## config.mk

```make
export PLATFORM = sky130hd
export DESIGN_NAME = glyph_fetch_scheduler
export DESIGN_NICKNAME = d
export VERILOG_FILES = /design/src/rtl/glyph_fetch_scheduler.sv
export SDC_FILE = /design/constraint.sdc
export NUM_CORES = 1
export LEC_CHECK = 0
export ABC_CLOCK_PERIOD_IN_PS = 5200
export BUFFER_PORTS_ARGS = -buffer_cell sky130_fd_sc_hd__buf_4
export CORE_MARGIN = 2
export CORE_UTILIZATION = 53
export CTS_BUF_LIST = sky130_fd_sc_hd__clkbuf_4 sky130_fd_sc_hd__clkbuf_8 sky130_fd_sc_hd__clkbuf_16
export CTS_CLUSTER_DIAMETER = 100
export DETAILED_ROUTE_END_ITERATION = 7
export PLACE_DENSITY = 0.87
export SLEW_MARGIN = 20
export SYNTH_ARGS = -nofsm -noshare
export SYNTH_HDL_FRONTEND = slang
export SYNTH_SLANG_ARGS = --single-unit
export TNS_END_PERCENT = 5
```

## constraint.sdc

```tcl
create_clock -name clk -period 5.2 [get_ports clk]
set_input_delay 0.78 -clock clk [delete_from_list [all_inputs] [get_ports clk]]
set_output_delay 0.78 -clock clk [all_outputs]
set_load 0.1 [all_outputs]
```

## src/rtl/glyph_fetch_scheduler.sv

```systemverilog
// Shares one text/font RAM port between glyph-mode display fetch and a host requester.
// Each 8-clock cell slot fetches the next cell's code and font row, then reloads the pixel shifter.
module glyph_fetch_scheduler #(
  parameter int H_ACTIVE  = 1024,
  parameter int H_TOTAL   = 1344,
  parameter int V_ACTIVE  = 768,
  parameter int V_TOTAL   = 806,
  parameter int COLS      = 128,
  parameter int CELL_H    = 16,
  parameter int ADDR_W    = 14,
  parameter int TEXT_BASE = 0,
  parameter int FONT_BASE = 8192
) (
  input  logic              clk,
  input  logic              rst_n,
  input  logic [10:0]       hpos,
  input  logic [9:0]        vpos,
  input  logic              display_on,
  output logic              pixel_on,
  output logic              mem_en,
  output logic              mem_we,
  output logic [ADDR_W-1:0] mem_addr,
  output logic [7:0]        mem_wdata,
  input  logic [7:0]        mem_rdata,
  input  logic              host_req,
  input  logic              host_we,
  input  logic [ADDR_W-1:0] host_addr,
  input  logic [7:0]        host_wdata,
  output logic              host_ack,
  output logic              host_rvalid,
  output logic [7:0]        host_rdata,
  output logic [2:0]        slot_state
);

  localparam int COL_SH = $clog2(COLS);
  localparam int ROW_SH = $clog2(CELL_H);

  typedef enum logic [2:0] {
    FREE     = 3'd0,
    TXT_ADDR = 3'd1,
    TXT_DATA = 3'd2,
    FNT_ADDR = 3'd3,
    FNT_DATA = 3'd4
  } slot_e;

  // Host handshake: host_req/host_we/host_addr/host_wdata are held until host_ack,
  // host_ack pulses in the cycle the RAM access happens, and a granted read returns
  // host_rvalid/host_rdata exactly one cycle later.

  logic [2:0]        phase;
  logic              win_line;
  logic              win_next;
  logic              active;
  logic [9:0]        tgt_line;
  logic [COL_SH-1:0] tgt_col;
  logic [ADDR_W-1:0] txt_addr;
  logic [ADDR_W-1:0] fnt_addr;
  slot_e             slot;

  logic [7:0]        shreg;
  logic [7:0]        code_q;
  logic [7:0]        glyph_next;
  logic              fetch_ok;
  logic              rvalid_q;
  logic [7:0]        rdata_q;

  assign phase    = hpos[2:0];
  assign win_line = (hpos < 11'(H_ACTIVE - 8));
  assign win_next = (hpos >= 11'(H_TOTAL - 8));

  // The last cell slot of a line prefetches column 0 of the following line.
  assign tgt_line = win_next ? ((vpos == 10'(V_TOTAL - 1)) ? 10'd0 : vpos + 10'd1) : vpos;
  assign tgt_col  = win_next ? '0 : COL_SH'(hpos[10:3] + 8'd1);
  assign active   = (win_line | win_next) && (tgt_line < 10'(V_ACTIVE));

  assign txt_addr = ADDR_W'(TEXT_BASE) + ADDR_W'((32'(tgt_line) >> ROW_SH) << COL_SH)
                  + ADDR_W'(tgt_col);
  assign fnt_addr = ADDR_W'(FONT_BASE) + ADDR_W'(32'(code_q) << ROW_SH)
                  + ADDR_W'(tgt_line & 10'(CELL_H - 1));

  always_comb begin
    slot = FREE;
    if (active) begin
      case (phase)
        3'd0:    slot = TXT_ADDR;
        3'd1:    slot = TXT_DATA;
        3'd2:    slot = FNT_ADDR;
        3'd3:    slot = FNT_DATA;
        default: slot = FREE;
      endcase
    end
  end

  // Display owns the port only on its two address phases; every other cycle goes to the host.
  always_comb begin
    mem_en    = 1'b0;
    mem_we    = 1'b0;
    mem_addr  = '0;
    mem_wdata = '0;
    host_ack  = 1'b0;
    if (rst_n) begin
      if (slot == TXT_ADDR) begin
        mem_en   = 1'b1;
        mem_addr = txt_addr;
      end else if (slot == FNT_ADDR) begin
        mem_en   = 1'b1;
        mem_addr = fnt_addr;
      end else if (host_req) begin
        mem_en    = 1'b1;
        mem_we    = host_we;
        mem_addr  = host_addr;
        mem_wdata = host_wdata;
        host_ack  = 1'b1;
      end
    end
  end

  // fetch_ok marks that this slot's text read really happened, so a slot
  // interrupted by reset can never load a half-fetched glyph.
  always_ff @(posedge clk or negedge rst_n) begin
    if (!rst_n) begin
      shreg      <= '0;
      code_q     <= '0;
      glyph_next <= '0;
      fetch_ok   <= 1'b0;
      rvalid_q   <= 1'b0;
      rdata_q    <= '0;
    end else begin
      rvalid_q <= host_ack & ~host_we;
      if (rvalid_q) rdata_q <= mem_rdata;

      if (phase == 3'd0) begin
        fetch_ok   <= (slot == TXT_ADDR);
        glyph_next <= '0;
      end
      if (slot == TXT_DATA) code_q <= mem_rdata;
      if (slot == FNT_DATA && fetch_ok) glyph_next <= mem_rdata;

      if (phase == 3'd7) shreg <= glyph_next;
      else               shreg <= {shreg[6:0], 1'b0};
    end
  end

  assign pixel_on    = shreg[7] & display_on;
  assign host_rvalid = rvalid_q;
  assign host_rdata  = rvalid_q ? mem_rdata : rdata_q;
  assign slot_state  = slot;

endmodule

```

Word level (Yosys, flattened, before mapping)
Index checks and enable logic that the tools add are counted.
Cells by class
  bitwise operators: 4
  add/sub/neg operators: 5
  muxes and demuxes: 28
  reductions and logical operators: 4
  equality and inequality tests: 9
  order comparisons: 3
Operator list (number)
  two-way mux 8 bit: 8
  two-way mux 14 bit: 4
  two-way mux 10 bit: 2
  adder 13 x 7 -> 14 bit: 1
  adder 14 x 12 -> 14 bit, first input constant: 1
  adder 14 x 4 -> 14 bit: 1
  == test 3 x 2 -> 1 bit, second input constant: 4
  one-hot mux 3 bit (4 select lines): 1
  >= comparator 11 bit, second input constant: 1
  < comparator 11 x 10 -> 1 bit, second input constant: 1
  two-way mux 1 bit: 11
  adder 10 x 1 -> 10 bit, second input constant: 1
  == test 10 bit, second input constant: 1
  < comparator 10 bit, second input constant: 1
  adder 7 x 1 -> 7 bit, second input constant: 1
  two-way mux 7 bit: 1
  == test 3 x 1 -> 1 bit, second input constant: 2
  == test 3 bit, second input constant: 2
  logical NOT 3 bit: 1
  two-way mux 3 bit: 1
  bitwise AND 1 bit: 2
  logical AND 1 bit: 2
  nonzero test 2 bit: 1
  inverter 1 bit: 1
  bitwise OR 1 bit: 1
Word-level totals
  output and inout port bits: 38
  bits of input ports: 56
  bits in registers: 34
  logic and storage cells: 59

Logic depth before layout (Yosys ltp)
  depth after elaboration: 11
  mapped depth: 11
  depth with buffers taken out: 9

Least setup slack after synthesis
Ideal clock, no wire load.
  path type: in2out
  from: in hpos[3]
  to: out mem_addr[11]
  required time: 4.420 ns
  arrival: 7.027 ns
  setup slack: -2.607 ns
  cell stages on the path: 9
  buffers on the path: 1
  path through: ha_1 -> a211o_1 -> o221ai_2 -> o21ai_1 -> o311a_1 -> o211ai_2 -> buf_2 -> nor3b_1 -> a2111oi_0
On the way
  longest elaborated chain between the ends: 9
  elaborated cells between the ends (all ways): 16
  classes of those cells: add/sub: 3; order compare: 3; eq/ne: 2; mux: 6; bitwise: 1; reduce/logical: 1
Ends and longest elaborated chain
  start: declaration: RTL line 16  | input logic [10:0] hpos,
  >= comparator 11 bit: RTL line 69  | assign win_next = (hpos >= 11'(H_TOTAL - 8));
  two-way mux 10 bit: RTL line 72  | assign tgt_line = win_next ? ((vpos == 10'(V_TOTAL - 1)) ? 10'd0 : vpos + 10'd1) : vpos;
  < comparator 10 bit: RTL line 74  | assign active = (win_line | win_next) && (tgt_line < 10'(V_ACTIVE));
  logical AND 1 bit: RTL line 74
  two-way mux 3 bit: RTL line 83  | if (active) begin
  == test 3 x 2 -> 1 bit: RTL line 105  | end else if (slot == FNT_ADDR) begin
  two-way mux 14 bit: RTL line 105
  two-way mux 14 bit (*): RTL line 102  | if (slot == TXT_ADDR) begin
  two-way mux 14 bit (*): RTL line 101  | if (rst_n) begin
  end: declaration: RTL line 22  | output logic [ADDR_W-1:0] mem_addr,
Mark *: on every way between the ends. The rest lies on a longest branch, timed or not.

Final worst setup path
  from: in hpos[3]
  to: out mem_wdata[7]
On the way
  longest elaborated chain between the ends: 9
  elaborated cells between the ends (all ways): 12
  classes of those cells: order compare: 3; eq/ne: 2; mux: 5; bitwise: 1; reduce/logical: 1
Ends and longest elaborated chain
  >= comparator 11 bit: RTL line 69
  two-way mux 10 bit: RTL line 72
  < comparator 10 bit: RTL line 74
  logical AND 1 bit (*): RTL line 74
  two-way mux 3 bit (*): RTL line 83
  == test 3 x 2 -> 1 bit: RTL line 105
  two-way mux 8 bit: RTL line 105
  two-way mux 8 bit (*): RTL line 102
  two-way mux 8 bit (*): RTL line 101
  end: declaration: RTL line 23  | output logic [7:0] mem_wdata,
Marked as above.

==> reports/metrics.cfg <==
[logic_synthesis]
synth_cells=244
synth.area.mux_share_pct=17.75
ys_top_cells_by_count=dfrtp_1 (34), nor2_1 (20), nand2_1 (18), mux2_4 (16)
synth_cell_types=46
ys_seq_area_share_pct=36.04
synth-seq-cells=34
synth-main-ff-cell=dfrtp_1
yosysMostFrequentCell=dfrtp_1
yosysWarnings=0
synthTopCellsByArea=dfrtp_1 (36%), mux2_4 (10%), mux2_2 (7.2%)
synthXorXnorAreaFrac_pct=3.339
synth_top_family_by_area=simple AND/OR/NAND/NOR gates
synth_compound_gate_area_share_pct=16.27
syn-num-nets=303
synthAdderAreaFrac_pct=1.590
synthArstFlopShare_pct=100.0
synth_area_mm2=0.002361
synth_edf_count=0
synth_top_area_share_pct=36.04
avgSynthCellArea_um2=9.676
synth-simple-area-share_pct=19.71
synth_top_area_cell=dfrtp_1

[layout]
num_antenna_cells=0
fin_nets=391
multi_input_comb_area_mm2=0.001390
regArea_um2=850.8
drive_gt1_share_pct=43.20
fin_util_pct=73.21
fill_cells=320
synthToLayoutAreaGrowth_pct=34.08

[floorplan]
start_util_pct=54.60
ios=94
rows=24
core-area_mm2=0.004324
chipHeight_um=70.75
die-area_mm2=0.005005
dieWidth_um=70.75

[global_route]
gr-total-overflow=0
grt_pass1_vias=2096
grt_util_all_layers_pct=24.65
grt_start_max_net_pins=45
grt_pass1_wl_mm=9.756
antenna_found_initial=0

[sta]
finalSetupViolCount=0
worstMarginPinSlew_ns=0.9516
fin_crit_sh_pct=91.27
hold_viol=0
maxSlewHeadroom_pct=36.37
rsz0062_at_grt=no
min_period_ns=4.746
layout_setup_ws_ns=0.4541
fmax_mhz=210.7
drv_slew=0
finClkSkew_ns=0.002228

[place]
hpwl_mm=4.681
pre_cts_ws_ns=0.4776
io_buffer_count=93
gp_congestion=0.9719

[power]
p_sw_w=0.0003948
power_density_mw_per_mm2=296.7
p_leak_nw=1.557
ir_drop_uv=255.5
p_sw_share_pct=42.03
p_comb_share_pct=45.2
clkPwrFrac_pct=19.9
p_int_w=0.0005445
seq_power_share_pct=35.0

[worst_setup_path]
startpoint_type=primary input
cp-end-kind=output port
path_max_fanout=25
cp.required_ns=4.42
startpoint=hpos[3]
worstReg2RegStart=fetch_ok$_DFFE_PN0N_
timing_worst_setup_path_type=in2out
worstPathArrival_ns=3.97

[cts]
cts-root-buf=clkbuf_8
ctsHoldBuffers=0
cts_tree=built
post_cts_buffers=0
clock_path_buffers=2
insertion_delay_ns=0.28
clkTransAtPathRegs_ns=0.06
h-tree-depth=2
ctsResizeCount=0
cts_buffers=5
cts_num_sinks=34

[run]
max_cap_viol_count=0

[detailed_routing]
wl_per_cell_um=15.91
vias=2185
vias_per_cell=5.705
finalWirelength_mm=6.092
ant_nets=0
dr.pass1.iters=4
initialDrtViolationCount=150
drc=0

[hold_path]
hold_path_class=in2async

[status]
outcome=finished clean

[power groups by stage]
stage	registers (W)	logic, W	clock network, W
global placement	0.000330	0.000419	0
global route	0.000333	0.000444	0.000201
finish	0.000328	0.000424	0.000187
floorplan	0.000326	0.000318	0
detailed placement	0.000333	0.000424	0
CTS	0.000328	0.000426	0.000191
[placed cells by master, fill, tap and decap left out, types with 3 or more instances in the layout]
master and count:
buf_4 96, clkbuf_8 6, nor3b_1 8, nand2_1 18, nor3_1 6, dfrtp_1 34
a31oi_1 3, nor2b_1 8, mux2_2 15, a21oi_1 11, a21o_1 3, ha_1 3
inv_1 15, nand3_1 9, xor2_1 3, o21ai_0 6, and3_1 4, a2111oi_1 4
mux2_4 16, xnor2_1 6, a211oi_1 7, nor2_1 20
[critical path, cell delays in order]
cell and delay, ns:
buf_4 0.12, ha_1 0.24, a211o_1 0.33, o221ai_2 0.39
o21ai_1 0.13, o311a_1 0.18, o211ai_2 0.79, nand3_1 0.47
nor2_1 0.21, buf_4 0.31
[per-layer routing]
metal  vias up  part of all wire, %  global-route usage (%)
met4         0                  2.2                   10.27
met5         -                    0                       0
met3        15                  6.9                   4.274
met1      1028                   43                   32.78
met2        92                   48                   39.98
li1       1050                    -                       -
[flip-flops by register name, summed over array words and instances (netlist names)]
signal / flops
code_q: 8
glyph_next: 8
rdata_q: 8
fetch_ok: 1
shreg: 8
host_rvalid: 1
[layout make-up]
class | instances | share of cell area (%)
Multi-Input combinational cell | 180 | 43.91
Sequential cell | 34 | 26.88
Timing Repair Buffer | 96 | 22.77
Clock buffer | 6 | 2.609
Tap cell | 52 | 2.055
Inverter | 15 | 1.779
[path summary, 6_finish.rpt]
check | depth (start not counted) | end | slack, ns
max in group asynchronous | 1 | code_q[3]$_DFFE_PN0N_ | 4.38
hold / removal | 1 | shreg[7]$_DFF_PN0_ | 0.47
setup / recovery | 10 | mem_wdata[7] | 0.45
min in group clk | 1 | shreg[6]$_DFF_PN0_ | 0.48
hold reg to reg | 1 | shreg[6]$_DFF_PN0_ | 0.48
setup reg to reg | 3 | glyph_next[6]$_DFFE_PN0P_ | 3.59
[kinds of logic (layout without fill, tap and decap cells)]
group,Yosys count,in the layout
simple gates,84,84
compound gates,52,52
flops,34,34
mux,32,32
buf+inv,30,117
xor+xnor,9,9
fa+ha+maj,3,3
[stage by stage]
step | total power (W) | hold slack, ns | area (um^2) | instances | setup TNS, ns
finish | 0.0009394 | 0.4701 | 3166 | 383 | 0
global route | 0.0009783 | 0.5024 | 3166 | 383 | 0
detailed placement | 0.0007569 | 0.4651 | 3083 | 377 | 0
floorplan | 0.0006444 | 0.4542 | 2366 | 244 | -6.847
CTS | 0.0009452 | 0.4790 | 3166 | 383 | 0
global placement | 0.0007487 | 0.4627 | 3083 | 377 | 0
Power figures use the tool's default switching activity.
